**src/rtl/dcache_port_arbiter.sv**
```systemverilog
// Shares the single D-cache port between SQ head-store retire and load issue, one transaction at a time.
// Build option: define DCACHE_ARB_PERF_EN to add load/store/promotion performance counters.
module dcache_port_arbiter #(
   parameter int XLEN         = 32,
   parameter int TAG_W        = 5,
   parameter int STARVE_LIMIT = 4
) (
   input  logic             clock,
   input  logic             reset,

   input  logic             st_req_valid,
   input  logic [XLEN-1:0]  st_req_addr,
   input  logic [XLEN-1:0]  st_req_data,
   input  logic [1:0]       st_req_size,
   output logic             st_req_ready,

   input  logic             ld_req_valid,
   input  logic [XLEN-1:0]  ld_req_addr,
   input  logic [1:0]       ld_req_size,
   input  logic             ld_req_signed,
   input  logic [TAG_W-1:0] ld_req_tag,
   output logic             ld_req_ready,

   output logic             cache_req_valid,
   output logic             cache_req_wr,
   output logic [XLEN-1:0]  cache_req_addr,
   output logic [XLEN-1:0]  cache_req_data,
   output logic [1:0]       cache_req_size,
   input  logic             cache_req_ready,
   input  logic             cache_resp_valid,
   input  logic [XLEN-1:0]  cache_resp_data,

   output logic             ld_resp_valid,
   output logic [XLEN-1:0]  ld_resp_data,
   output logic [TAG_W-1:0] ld_resp_tag,
   output logic             st_done,
`ifdef DCACHE_ARB_PERF_EN
   output logic [31:0]      perf_ld_cnt,
   output logic [31:0]      perf_st_cnt,
   output logic [31:0]      perf_promote_cnt,
`endif
   input  logic             flush
);

   typedef enum logic [1:0] {
      S_IDLE,
      S_ISSUE,
      S_WAIT
   } state_t;

   localparam logic [1:0] SZ_BYTE = 2'd0;
   localparam logic [1:0] SZ_HALF = 2'd1;
   localparam logic [3:0] STARVE_LIM = 4'(STARVE_LIMIT);
   localparam logic [3:0] STARVE_MAX = 4'hF;

   state_t             state;
   logic [3:0]         starve_cnt;
   logic               squash;

   logic               req_wr;
   logic [XLEN-1:0]    req_addr;
   logic [XLEN-1:0]    req_data;
   logic [1:0]         req_size;
   logic               req_signed;
   logic [TAG_W-1:0]   req_tag;

   logic               idle;
   logic               ld_avail;
   logic               st_wins;
   logic               grant_st;
   logic               grant_ld;

   // A load is invisible to arbitration while a squash is in flight, so a waiting store takes the slot.
   assign idle     = (state == S_IDLE);
   assign ld_avail = ld_req_valid && !flush;
   assign st_wins  = st_req_valid && (!ld_avail || (starve_cnt >= STARVE_LIM));
   assign grant_st = idle && st_wins;
   assign grant_ld = idle && ld_avail && !st_wins;

   assign st_req_ready = grant_st;
   assign ld_req_ready = grant_ld;

   assign cache_req_wr   = req_wr;
   assign cache_req_addr = req_addr;
   assign cache_req_data = req_data;
   assign cache_req_size = req_size;

   // Pick the addressed byte/half out of the aligned word and extend it to XLEN.
   function automatic logic [XLEN-1:0] extract(input logic [XLEN-1:0] word,
                                               input logic [1:0]      lane,
                                               input logic [1:0]      size,
                                               input logic            sgn);
      logic [7:0]  b;
      logic [15:0] h;
      b = word[{lane, 3'b000} +: 8];
      h = word[{lane[1], 4'b0000} +: 16];
      case (size)
         SZ_BYTE: extract = {{(XLEN-8){sgn & b[7]}}, b};
         SZ_HALF: extract = {{(XLEN-16){sgn & h[15]}}, h};
         default: extract = word;
      endcase
   endfunction

   always_ff @(posedge clock) begin
      if (reset) begin
         state           <= S_IDLE;
         starve_cnt      <= '0;
         squash          <= 1'b0;
         req_wr          <= 1'b0;
         req_addr        <= '0;
         req_data        <= '0;
         req_size        <= '0;
         req_signed      <= 1'b0;
         req_tag         <= '0;
         cache_req_valid <= 1'b0;
         ld_resp_valid   <= 1'b0;
         ld_resp_data    <= '0;
         ld_resp_tag     <= '0;
         st_done         <= 1'b0;
      end else begin
         // NOTE: non-blocking assignments throughout, so every decision below sees pre-edge state
         // and a later assignment in the same cycle (e.g. squash clear) cleanly overrides an earlier one.
         ld_resp_valid <= 1'b0;
         st_done       <= 1'b0;

         case (state)
            S_IDLE: begin
               if (grant_st || grant_ld) begin
                  req_wr          <= grant_st;
                  req_addr        <= grant_st ? st_req_addr : ld_req_addr;
                  req_data        <= grant_st ? st_req_data : '0;
                  req_size        <= grant_st ? st_req_size : ld_req_size;
                  req_signed      <= grant_ld && ld_req_signed;
                  req_tag         <= grant_ld ? ld_req_tag : '0;
                  cache_req_valid <= 1'b1;
                  state           <= S_ISSUE;
               end
               if (grant_st) begin
                  starve_cnt <= '0;
               end else if (grant_ld && st_req_valid && (starve_cnt != STARVE_MAX)) begin
                  starve_cnt <= starve_cnt + 4'd1;
               end
            end

            S_ISSUE: begin
               if (flush && !req_wr) begin
                  squash <= 1'b1;
               end
               if (cache_req_ready) begin
                  cache_req_valid <= 1'b0;
                  state           <= S_WAIT;
               end
            end

            S_WAIT: begin
               if (flush && !req_wr) begin
                  squash <= 1'b1;
               end
               if (cache_resp_valid) begin
                  state  <= S_IDLE;
                  squash <= 1'b0;
                  if (req_wr) begin
                     st_done <= 1'b1;
                  end else if (!(squash || flush)) begin
                     ld_resp_valid <= 1'b1;
                     ld_resp_data  <= extract(cache_resp_data, req_addr[1:0], req_size, req_signed);
                     ld_resp_tag   <= req_tag;
                  end
               end
            end

            default: state <= S_IDLE;
         endcase
      end
   end

`ifdef DCACHE_ARB_PERF_EN
   always_ff @(posedge clock) begin
      if (reset) begin
         perf_ld_cnt      <= '0;
         perf_st_cnt      <= '0;
         perf_promote_cnt <= '0;
      end else begin
         if (grant_ld) begin
            perf_ld_cnt <= perf_ld_cnt + 32'd1;
         end
         if (grant_st) begin
            perf_st_cnt <= perf_st_cnt + 32'd1;
         end
         if (grant_st && ld_avail) begin
            perf_promote_cnt <= perf_promote_cnt + 32'd1;
         end
      end
   end
`endif

   // Handshake invariants: grants are exclusive, and a stalled request holds its fields.
   a_excl_grant : assert property (@(posedge clock) disable iff (reset)
      !(st_req_ready && ld_req_ready));

   a_req_stable : assert property (@(posedge clock) disable iff (reset)
      (cache_req_valid && !cache_req_ready) |=>
         (cache_req_valid && $stable(cache_req_addr) && $stable(cache_req_data)
          && $stable(cache_req_wr) && $stable(cache_req_size)));

endmodule

```
**config.mk**
```make
export PLATFORM = sky130hd
export DESIGN_NAME = dcache_port_arbiter
export DESIGN_NICKNAME = d
export VERILOG_FILES = /design/src/rtl/dcache_port_arbiter.sv
export SDC_FILE = /design/constraint.sdc
export NUM_CORES = 1
export LEC_CHECK = 0
export BUFFER_PORTS_ARGS = -buffer_cell sky130_fd_sc_hd__buf_2
export CAP_MARGIN = 25
export CORE_AREA = 4 4 95 120
export CTS_CLUSTER_SIZE = 40
export DETAILED_ROUTE_END_ITERATION = 10
export DIE_AREA = 0 0 99 124
export PLACE_DENSITY = 0.89
export SLEW_MARGIN = 20
export SYNTH_ARGS = -nofsm -noshare
export SYNTH_HDL_FRONTEND = slang
export SYNTH_SLANG_ARGS = --single-unit
```
**constraint.sdc**
```tcl
create_clock -name clock -period 4.3 [get_ports clock]
set_clock_uncertainty 0.15 [all_clocks]
set_input_delay 0.43 -clock clock [delete_from_list [all_inputs] [get_ports clock]]
set_output_delay 0.43 -clock clock [all_outputs]
set_load 0.01 [all_outputs]
```
== Yosys cells after proc, flatten, opt, wreduce, memory -nomap -nowiden ==
Index checks and enable logic that the tools add are counted.
Storage, ports and cells
  register bits: 120
  input bits: 145
  output and inout port bits: 109
  word-level logic and storage cells: 78
Cells by class
  $add $sub $neg: 1
  $lt $le $gt $ge: 1
  eq/ne operators: 7
  shifts and indexed selects: 2
  muxes and demuxes: 19
  bitwise operators: 6
  reduce and logical (&&, ||, !) cells: 28
Operators with widths (count)
  $mux 32: 2
  $pmux 32 s2: 1
  $shiftx 32x6->16: 1
  $shiftx 32x6->8: 1
  $logic_and 1x1->1: 9
  $mux 2: 4
  $mux 4: 2
  $mux 1: 6
  $pmux 2 s3: 1
  $reduce_and 3->1: 2
  $reduce_bool 2->1: 3
  $mux 5: 1
  $add 4x1->4 const B: 1
  $eq 2x1->1 const B: 2
  $ge 4x3->1 const B: 1
  $logic_not 1->1: 4
  $logic_not 2->1: 2
  $ne 2x2->1 const B: 2
  $ne 4x4->1 const B: 1
  $not 1->1: 4
  $pmux 1 s2: 2
  $reduce_and 2->1: 2
  $reduce_and 4->1: 1
  $reduce_or 4->1: 1
  other kinds (5): 8

== Logic depth before layout (Yosys ltp) ==
Gate-level depths: netlist of the first run.
  depth in word-level cells: 11
  depth in mapped cells: 8
  mapped depth without buffers: 6

== Least setup slack after synthesis of the first run ==
OpenSTA, ideal clock, no wires.
  path kind: flip-flop to flip-flop
  start: register state[0]
  end: register ld_resp_data[10]
  library setup time: 0.070 ns
  data arrival time: 1.592 ns
  path slack: 2.488 ns
  cell stages (with the launch flop): 8
  buffers on the path: 1
  path through: dfxtp_1 > inv_1 > ha_1 > nand2_1 > or4_4 > buf_6 > a221o_1 > a21oi_1
On the way
  word-level cells in the longest chain between the ends: 2
RTL lines
  start: declaration: line 56  | state_t state;
  start signal: assignment: line 106  | state <= S_IDLE;
  start signal: assignment: line 136  | state <= S_ISSUE;
  start signal: assignment: line 151  | state <= S_WAIT;
  $eq 2x2->1: line 126  | case (state)
  $reduce_and 4->1 (no source line)
  end signal: assignment: line 166  | ld_resp_data <= extract(cache_resp_data, req_addr[1:0], req_size, req_signed);
  end: declaration: line 34  | output logic [XLEN-1:0] ld_resp_data,
Every way passes these cells.
A chain may end at the register's enable or synchronous reset.

== Worst setup path after layout of the first run ==
  start: register state[1]
  end: output port st_req_ready
On the way
  word-level cells in the longest chain between the ends: 2
RTL lines
  $logic_not 2->1: line 74  | assign idle = (state == S_IDLE);
  $logic_and 1x1->1: line 77  | assign grant_st = idle && st_wins;
  end: declaration: line 15  | output logic st_req_ready,
Every way passes these cells.

==> run summary, run 1 <==
The worst voltage drop across the vdd grid came out at 0.000267 V. Headroom to the max-slew limit came out at 0.403. In the global route stage, met3 resource usage came out at 0.0571. Based on the critical path, the design can be clocked at up to 0.374 GHz. Buffers added to address setup during post-CTS repair amount to 0. In this run the static leakage power is 3.17 nW. For the worst setup path, the data required time is 3720 ps. The via count of the first global-routing pass is 4507. The total clock buffers created by CTS came out at 17. The length in cells of the worst reg-to-reg path came out at 4.

The congestion estimate from routability-driven global placement came to 0.909. Counting every net in the synthesized netlist gives 660. The number of nets in the layout came out at about 900. Summed over all instances, the cell type with the most area after synthesis is dfxtp_1. The slack of the worst reg-to-reg path is 1710 ps.

The number of setup violations in the final report came out at 0. Setup repair after global routing left no endpoint under its margin. The clock sink count came out at 120.

The initial antenna violation count is 0. The overall global routing resource usage is 0.225. The type of element capturing the critical path is an output pin. The delay of the slowest cell on the worst path came out at 490 ps.

The via-per-instance ratio is approximately 5.4. Power spread over the standard cell area amounts to 560 nW/um^2. The filler cells instantiated in the layout total 844. The final critical-path share of the clock period came out at 0.622. The area share of the largest cell type after synthesis is 0.488. The core region is 10400 sq um. The count of pins over their slew limit came to 0.

The unique cell type count in the Yosys netlist came out at 44. The area of the mapped netlist came out at 4920 sq um. STA classifies the critical path startpoint as a register.

The post-placement cell count is 860. The count of state elements after synthesis is 120. The count of buffers added on input and output ports is between 200 and 300. The worst flop-to-flop path endpoint is ld_resp_data[4]. The detailed placement HPWL came out at roughly 11 mm. The worst setup path is of the reg -> out kind. For this run, the number of standard cells in the final layout without fillers is between 800 and 900. The most critical setup path has its endpoint at st_req_ready. Total power for the finished layout comes to approximately 3.8 mW. The worst hold path belongs to the class in -> reg. The total of cells resized after clock tree synthesis is 0. The synthesized design contains 0 enable-type register cells. The met1 usage came out at 0.258. The smallest clock period supported by the final layout is computed as 2670 ps. The cell at the slowest stage of the critical path is buf_4. The startpoint identified for the worst register-to-register timing path is cache_req_addr[1].

The number of buffers inserted for hold repair after clock tree synthesis came out at 0. The overall die width is between 90 and 100 um. In this run the vertical extent of the chip is about 120 um.

The post-synthesis sequential area ratio is 0.488. The largest fanout of any net on the critical path is 39. The critical path depth in cells came out at 6. The most critical setup path has its startpoint at state[1]. The clock slew at the register clock pins of the worst setup and hold paths came out at 60 ps. The worst path meets setup with 1630 ps of slack. For the worst setup path, the data arrival time is 2090 ps.

The starting density of the core is 0.476. The count of buffering cells on the critical path with inverters included came out at 3. The run finished with clean final reports.

The number of top-level design ports came out at 254. The critical path goes through inv_1, ha_1, nand2_1, a21oi_4, buf_4, buf_2. The maximum number of buffers from clock root to sink is 2. The number of H-tree levels is 4. The number of hold violations in the final report is 0. The max capacitance violation total is 0. For this run, asynchronously set or reset flops after synthesis account for 0. The worst setup slack after placement is 1850 ps. The number of instances in the synthesized netlist is between 500 and 600. After detailed routing, the number of remaining DRC violations is 0. The cell type group with the largest total delay on the critical path is buffers and inverters. The total inserted antenna cells came out at 0.

The TritonCTS clock tree is done. Across all hold checks on the routed design, the worst slack comes to approximately 84 ps. The total length of routed wires came out at between 10 and 15 mm. The average cell area after synthesis came out at 9.63 sq um. For this run the aggregate overflow at the end of global routing stands at 0. The number of nets with antenna violations after routing is 0.

Row generation in the floorplan step produced 42 rows. The share of cells above drive strength 1 came out at 0.401. The growth of design area from synthesis to finish came out at 37.6%. The met2 global-route usage is 0.388. The floorplan step defined a die boundary enclosing 12300 sq um. The detailed router's first-iteration violation count came out at between 200 and 250. Sorting the synthesized cells by area gives the leading types as dfxtp_1 49%, a211oi_1 8.8%, mux2i_1 7.5%, a22o_1 6.8%, nor2_1 5.0%.

The measured slew at the worst slew-check pin came out at 895 ps. The latest clock arrival within the worst-skew pair is 410 ps. Entering global routing, the biggest net connects a little under 60 pins. The detailed router placed 4810 vias in this run. In the final timing run, aggregate negative setup slack is 0 ps. After detailed routing, the average wire length per cell comes to 16.3 um. The root buffer cell chosen for the clock tree is clkbuf_16. The number of search-and-repair iterations in the first detailed-routing pass came out at 7. The first-pass GRT wire length is 21.9 mm.

Among all flip-flop cells after synthesis, the most frequent one is dfxtp_1. met2 is the most crowded layer. For this run, the number of Yosys warnings is 0.
==> logic make-up after synthesis <==
group,Yosys count,synth area share
flip-flops,120,0.488
multiplexers,39,0.0844
AO/OA/AOI/OAI,156,0.246
buffers and inverters,59,0.0587
adder cells (fa/ha/maj),4,0.0102
XOR/XNOR,1,0.00178
AND/OR/NAND/NOR,132,0.111
==> power breakdown <==
part	internal (mW)	total (mW)	leakage (nW)	switching, mW
Combinational	0.443	1.04	1.92	0.597
Sequential	1.29	1.42	0.981	0.137
Clock	0.812	1.33	0.266	0.517
Total	2.54	3.79	3.17	1.25
==> synth_stat cells (3+ instances only) <==
| cell | instances |
|---|---|
| nand3_1 | 3 |
| inv_1 | 15 |
| ha_1 | 4 |
| mux2i_1 | 37 |
| buf_6 | 5 |
| nand2b_1 | 3 |
| nor3_1 | 6 |
| clkbuf_1 | 20 |
| nor2b_1 | 3 |
| nor2_1 | 66 |
| nand2_1 | 44 |
| o22ai_1 | 9 |
| buf_2 | 15 |
| o21ai_0 | 8 |
| a21oi_1 | 13 |
| dfxtp_1 | 120 |
| buf_4 | 3 |
| a22o_1 | 38 |
| a221o_1 | 7 |
| a222oi_1 | 7 |
| a211oi_1 | 58 |
==> through the flow <==
| stage | utilization | cell area [sq um] |
|---|---|---|
| final | 0.654 | 6770 |
| after global routing | 0.654 | 6770 |
| after CTS | 0.653 | 6760 |
| after detailed placement | 0.599 | 6200 |
| after global placement | 0.599 | 6200 |
| after floorplan | - | 4920 |
==> cell type report <==
type                            instances  area (sq um)  area share
Sequential cell                       120          2400       0.355
Multi-Input combinational cell        332          2260       0.334
Clock inverter                         13           123      0.0181
Clock buffer                           18           439      0.0648
Tap cell                              132           165      0.0244
Inverter                               15          56.3     0.00831
Timing Repair Buffer                  261          1330       0.196
==> how the worst min path moves through the flow <==
stage                              to             start  cells past startpoint  slack [ps]
floorplan              ld_resp_tag[0]        req_tag[0]                      2         280
global placement     ld_resp_data[11]  ld_resp_data[11]                      2         290
detailed placement   ld_resp_data[14]  ld_resp_data[14]                      2         290
CTS                        req_tag[2]     ld_req_tag[2]                      2          70
global route        cache_req_data[3]    st_req_data[3]                      2          70
finish                     req_tag[2]     ld_req_tag[2]                      2          80
==> layout by cell type (no fill, tap or decap), types with 2 or more instances in the layout <==
| cell | instances |
|---|---|
| a221oi_1 | 2 |
| inv_1 | 15 |
| o22ai_1 | 9 |
| clkinv_2 | 2 |
| mux4_2 | 2 |
| a222oi_1 | 7 |
| buf_2 | 253 |
| a31oi_1 | 2 |
| a221o_1 | 7 |
| nor2_1 | 65 |
| clkbuf_16 | 17 |
| o21ai_0 | 8 |
| dfxtp_1 | 120 |
| clkinv_4 | 2 |
| nand2_1 | 44 |
| inv_6 | 4 |
| a22o_1 | 38 |
| mux2i_1 | 37 |
| nand3_1 | 3 |
| nor2b_1 | 2 |
| buf_4 | 8 |
| a21oi_1 | 13 |
| a21o_1 | 2 |
| nor3_1 | 6 |
| ha_1 | 4 |
| nor2b_2 | 2 |
| nand2b_1 | 3 |
| clkinvlp_4 | 4 |
| a211oi_1 | 58 |
==> state kept, by name (all words and copies together), names as in the netlist <==
signal	count
req_tag	5
ld_resp_data	32
cache_req_valid	1
cache_req_size	2
state	2
ld_resp_tag	5
cache_req_wr	1
ld_resp_valid	1
req_signed	1
starve_cnt	4
squash	1
cache_req_data	32
st_done	1
cache_req_addr	32
==> worst register-to-register path: cells and delay by family (launching register included) <==
kind	cells	cell delay (ps)
compound gates	2	530
flops	1	900
simple gates	2	910
==> routing by layer <==
layer | share of wire | vias to the layer above
li1 | - | 2356
met1 | 0.37 | 2149
met2 | 0.51 | 270
met3 | 0.090 | 35
met4 | 0.030 | 0
met5 | 0 | -
No activity file was read; power rests on OpenSTA's default activity.
==> run 2, diff against run 1 <==
Settings changed: CORE_AREA 4 4 95 120 to 4 4 104 130, DIE_AREA 0 0 99 124 to 0 0 108 134, PLACE_DENSITY 0.89 to 0.8.
Clock period 4.3 ns to 2.25 ns, I/O delays scaled along.
==> run 2 against run 1 <==
Combinational power increased by 120%. Via count rose by 8.2%. Global-route usage fell by 0.64 points. Die area increased by 18%. Largest cell class unchanged.
==> run summary, run 2 (synthesis results as in run 1) <==
The area growth from synthesis to layout is 54.0%. The detailed placement HPWL is around 11 mm. The critical path in this run is classified as reg -> out. The slack of the worst reg-to-reg path came out at 170 ps.

The critical path required time came out at between 1500 and 2000 ps. The starting density of the core came out at 0.403. The final hold slack is 8.85 ps. The maximum number of pins on one net before global-route repair is 70. The die is 134 um tall. The fmax came out at between 0.4 and 0.5 GHz.

The total area inside the core boundary comes to 12200 sq um. The share of cells above drive strength 1 came out at 0.378. The library cells used most frequently in the layout, excluding fill and tap cells, are 253 x buf_2, 120 x dfxtp_1, 65 x nor2_1, 60 x dlygate4sd3_1, 58 x a211oi_1. The TritonCTS clock tree is done. STA classifies the critical path endpoint as an output pin.

The post-placement cell count is around 900. In this run the tool buffered the top-level ports with 253 buffer cells. The via-per-instance ratio is 5.23.

The worst hold path was traced through 3 stages. The initial antenna violation count is 0. The number of H-tree levels is 4. The largest fanout of any net on the critical path is 18. Setup repair after global routing left no endpoint under its margin.

The final non-filler cell total came out at ~1000. The aggregate global routing overflow came out at 0. The final estimated routing congestion in global placement is 0.856.

The library cell used most frequently in the layout, excluding fill and tap cells, is buf_2. The detailed router's first-iteration violation count is roughly 350. The startpoint kind of the worst setup timing path is a register. The number of top-level design ports came out at ~250.

The clock slew at the register clock pins of the worst setup and hold paths is 50 ps. Setup violations remaining at the end of the flow were counted as 0. In this run, CTS created clock tree buffers numbering 17. The number of remaining DRC errors is 0. The length in cells of the worst reg-to-reg path is 7. The flow ran to the end, and the final reports show no timing, DRC or antenna violations. The total length of routed wires is 16.4 mm. The setup total negative slack is 0 ps. The measured slew at the worst slew-check pin is 641 ps. The clock sink count is between 100 and 150. The clock period minus final worst setup slack came out at 2120 ps. The worst setup slack after placement came out at 32.5 ps.

Max-cap violations in this run came to 0. The number of standard-cell rows in the floorplan is 45. The first-pass GRT wire length is roughly 25 mm. For this run, the share of the core covered by cells in the final layout is 0.620.

The via count of the first global-routing pass was 5187. The worst voltage drop across the vdd grid came out at roughly 0.00051 V. The power density of the placed cells came out at between 1000 and 1500 nW/um^2. The leakage power is 3.51 nW. The detailed router placed about 5200 vias in this run. The post-route cell area is 7580 sq um.

The total area of sequential cells is 2400 sq um. Counting along the longest clock path gives a buffer depth of 2. Data on the critical path arrives at its endpoint at 1740 ps. The routed wirelength normalized by instance count came out at about 16 um. Once placement finished, the instance area stood at around 6300 sq um. Summing all multi-input logic gate instances after layout gives ~2300 sq um. The count of pins over their slew limit is 0.

For this run, the total global-route usage over all layers was measured as 0.219. The smallest setup slack after layout came out at 132 ps. The overall die width is between 100 and 150 um.

The die footprint is approximately 14000 sq um. The tree is rooted in a clkbuf_16. The first TritonRoute pass finished after 8 iterations. The number of hold violations in the final report came out at 0. The number of nets in the layout came out at 966. The final critical-path share of the clock period is 0.941. The total power draw came out at 7.62 mW. The detail route stage leaves a number of antenna-violating nets equal to 0. The path category of the worst min-delay check is in -> reg. The fill cell total of the finished layout is 1026. The max-slew headroom at the worst pin came out at 0.572. The latest clock arrival within the worst-skew pair came out at 410 ps.
run 2: cell count changes in the layout (fill, tap and decap cells not counted), moves of 2 or more:
cell,change
dlygate4sd3_1,+60
buf_4,+5
buf_12,+3
inv_6,-3
clkbuf_8,+2
clkinv_2,+2
run 2: power by group:
part | internal, mW | leakage (nW) | switching, mW
Clock | 1.71 | 0.285 | 0.953
Combinational | 1.02 | 2.25 | 1.25
Sequential | 2.46 | 0.981 | 0.220
run 2: routing by layer:
metal / routed length, um / global-route usage / up-vias
li1: - / - / 2494
met3: 1200 / 0.0568 / 48
met4: 699 / 0.126 / 0
met2: 8450 / 0.385 / 258
met1: 6040 / 0.234 / 2404
met5: 0 / 0 / -
run 2: final cells by class:
type	count	area share
flip-flops and latches	120	0.317
well taps	164	0.0271
clock inverters	11	0.0158
clock buffers	21	0.0621
repair buffers	331	0.273
diodes	1	0.000330
inverters	15	0.00743
multi-input cells	332	0.297
run 2: what timing repair did:
item,CTS,global route
endpoints found under the setup margin,1,16
gates cloned,1,0
gates resized for setup,0,0
setup buffers,1,1
hold endpoints to repair,61,0
hold buffers,60,0
run 2: path summary, 6_finish.rpt:
path,start,end
worst max-delay path,state[0],st_req_ready
worst min-delay path,ld_req_addr[2],cache_req_addr[2]
worst min register to register,ld_resp_data[8],ld_resp_data[8]
worst max register to register,state[0],ld_resp_data[21]
run 2: worst max-delay path: stages, from the launching register on:
cell	delay, ps
dfxtp_1	320
inv_1	90
ha_1	180
buf_4	140
nand2_1	80
a21oi_4	160
buf_12	200
buf_2	160
==> run 3, diff against run 2 <==
Settings changed: CELL_PAD_IN_SITES_DETAIL_PLACEMENT set to 0, CELL_PAD_IN_SITES_GLOBAL_PLACEMENT set to 2, CORE_AREA 4 4 104 130 to 4 4 136 171, DIE_AREA 0 0 108 134 to 0 0 140 175.
==> run 3 against run 2 <==
Largest cell class unchanged. Maximum frequency rose by 0.95%. Register-to-register slack improved by 50 ps. Global-route usage fell by 7.9 points. Clock power rose by 9.7%. Setup slack improved by 20 ps. Critical path depth did not move. Largest power group is now clock. Die area rose by 69%.
==> run summary, run 3 (synthesis results as in run 1) <==
The critical path required time came out at around 1900 ps. The placeable core region came out at 21500 sq um. The count of pins over their slew limit came to 0.

The setup total negative slack is 0 ps. The number of search-and-repair iterations in the first detailed-routing pass came out at 4. The post-placement cell count is ~1000.

The met2 global-route usage is 0.240. Counting the fill cells in the layout gives 2232. The worst voltage drop across the vdd grid came out at about 0.00050 V. The number of setup violations in the final report came out at 0.

The total of cells resized after clock tree synthesis is 0. The critical path is of the reg -> out type. The hold path depth came out at 3.

The via count of the first global-routing pass came out at about 5000. The number of remaining DRC errors came out at 0. The aggregate global routing overflow came out at 0. The number of nets with antenna violations after routing is 0.

The first global-routing pass estimated roughly 27 mm of wire. The post-route cell area is 8030 sq um. The power density of the placed cells is 996 nW/um^2.

For this run, the total global-route usage over all layers was measured as 0.140. 254 I/O pins were placed. The clock slew at the register clock pins of the worst setup and hold paths is 60 ps. The placed instances occupy a cell area of 6570 sq um.

For this configuration, the core starts out at a cell density of 0.229. The leakage power is 3.65 nW. The total clock buffers created by CTS came out at 17. The clock drives 120 sinks. The worst setup slack after placement came out at 233 ps. The floorplan step set the die width to approximately 140 um. The final estimated routing congestion in global placement came out at 0.761. The maximum number of pins on one net before global-route repair came out at 69. The worst setup path is launched from a register. met2 is the most crowded layer. The clock period minus final worst setup slack is 2100 ps. The number of buffers added on ports came out at 253. The number of standard-cell rows in the floorplan came out at 60. The share of cells above drive strength 1 is 0.376.

The fmax is 0.477 GHz. Leaving out fill and tap cells, the most frequent cells in the layout are 253 x buf_2, 120 x dfxtp_1, 78 x dlygate4sd3_1, 65 x nor2_1, 58 x a211oi_1. The via count of the routed design is between 5000 and 6000. The max capacitance violation total is 0. The met1 usage came out at 0.166.

The min-delay analysis places its worst path in the category in -> reg. Once detailed placement completed, the half-perimeter wirelength came to 12.7 mm. The commonest non-fill, non-tap cell in the layout is buf_2. The final non-filler cell total is ~1100. The final critical-path share of the clock period came out at 0.933. The die footprint came out at 24500 sq um. The die height came out at 175 um. The worst pin sits at a relative slew slack of 0.613. The largest fanout of any net on the critical path came out at 11. The final hold slack is 14.7 ps. The number of H-tree levels is 4. The net count of the finished layout is 992. The routed wirelength normalized by instance count came out at between 15 and 20 um. 0 antenna diodes ended up in the layout. The via-per-instance ratio is 4.41. The length in cells of the worst reg-to-reg path came out at 7. The worst setup path is captured at an output pin. TritonCTS built the clock tree.

The maximum number of buffers from clock root to sink came out at 2. The data arrival time of the critical path came out at 1720 ps. The detailed router's first-iteration violation count is 165.

The initial antenna violation count was 0. The latest clock arrival within the worst-skew pair is 410 ps. The routing usage on met3 came out at 0.0413. The growth of design area from synthesis to finish came out at 63.1%. Setup repair after global routing left no endpoint under its margin. For this run, the share of the core covered by cells in the final layout is 0.374. The final layout contains routed wiring with a total length of 17.8 mm. The measured slew at the worst slew-check pin came out at 577 ps. The number of hold violations in the final report is 0. In the post-route analysis, the smallest setup slack over all paths is 152 ps. CTS placed an instance of clkbuf_16 at the clock tree root. The run finished with clean final reports.

The total power draw is 7.99 mW.
## run 3: cell count changes in the layout (fill, tap and decap cells not counted)
| cell | change |
|---|---|
| diode_2 | -1 |
| buf_4 | +6 |
| buf_8 | -1 |
| clkinv_4 | +1 |
| clkbuf_16 | +1 |
| bufinv_16 | +2 |
| clkinv_2 | -3 |
| dlygate4sd3_1 | +18 |
| buf_12 | +3 |
| clkbuf_8 | -2 |
| inv_6 | +2 |
| bufbuf_16 | -1 |
## run 3: layer usage
metal / up-vias / routed length, um / share of wire
li1: 2546 / - / -
met1: 2263 / 7580 / 0.43
met2: 171 / 8860 / 0.50
met3: 23 / 991 / 0.056
met4: 0 / 354 / 0.020
met5: - / 0 / 0
## run 3: final timing paths
kind / to / slack, ps / startpoint
hold / removal: cache_req_addr[13] / 10 / ld_req_addr[13]
setup / recovery: st_req_ready / 150 / state[0]
hold reg to reg: ld_resp_tag[3] / 300 / ld_resp_tag[3]
setup reg to reg: ld_resp_data[22] / 220 / state[0]
## run 3: repair_timing
item / CTS / global route
hold buffers: 78 / 0
endpoints found under the hold margin: 70 / 0
buffers inserted: 0 / 2
setup endpoints to repair: 0 / 1
## run 3: layout make-up
type | instances | area (sq um) | area share
multi-input combinational | 332 | 2250 | 0.281
clock inverter | 13 | 191 | 0.0238
timing repair buffer | 357 | 2330 | 0.291
inverter | 15 | 56.3 | 0.00701
clock buffer | 19 | 443 | 0.0552
tap | 279 | 349 | 0.0435
sequential | 120 | 2400 | 0.299
## run 3: critical path: stages, from the launching register on
cell and delay (ps):
dfxtp_1 320, inv_1 80, ha_1 160, nand2_1 90, a21oi_4 210, buf_12 180, buf_4 140, buf_2 130
## run 3: report_power, final
group          leakage, nW  switching (mW)  internal [mW]
sequential           0.981           0.208           2.46
clock                0.301            1.03           1.89
combinational         2.37            1.30           1.10
total                 3.65            2.54           5.45
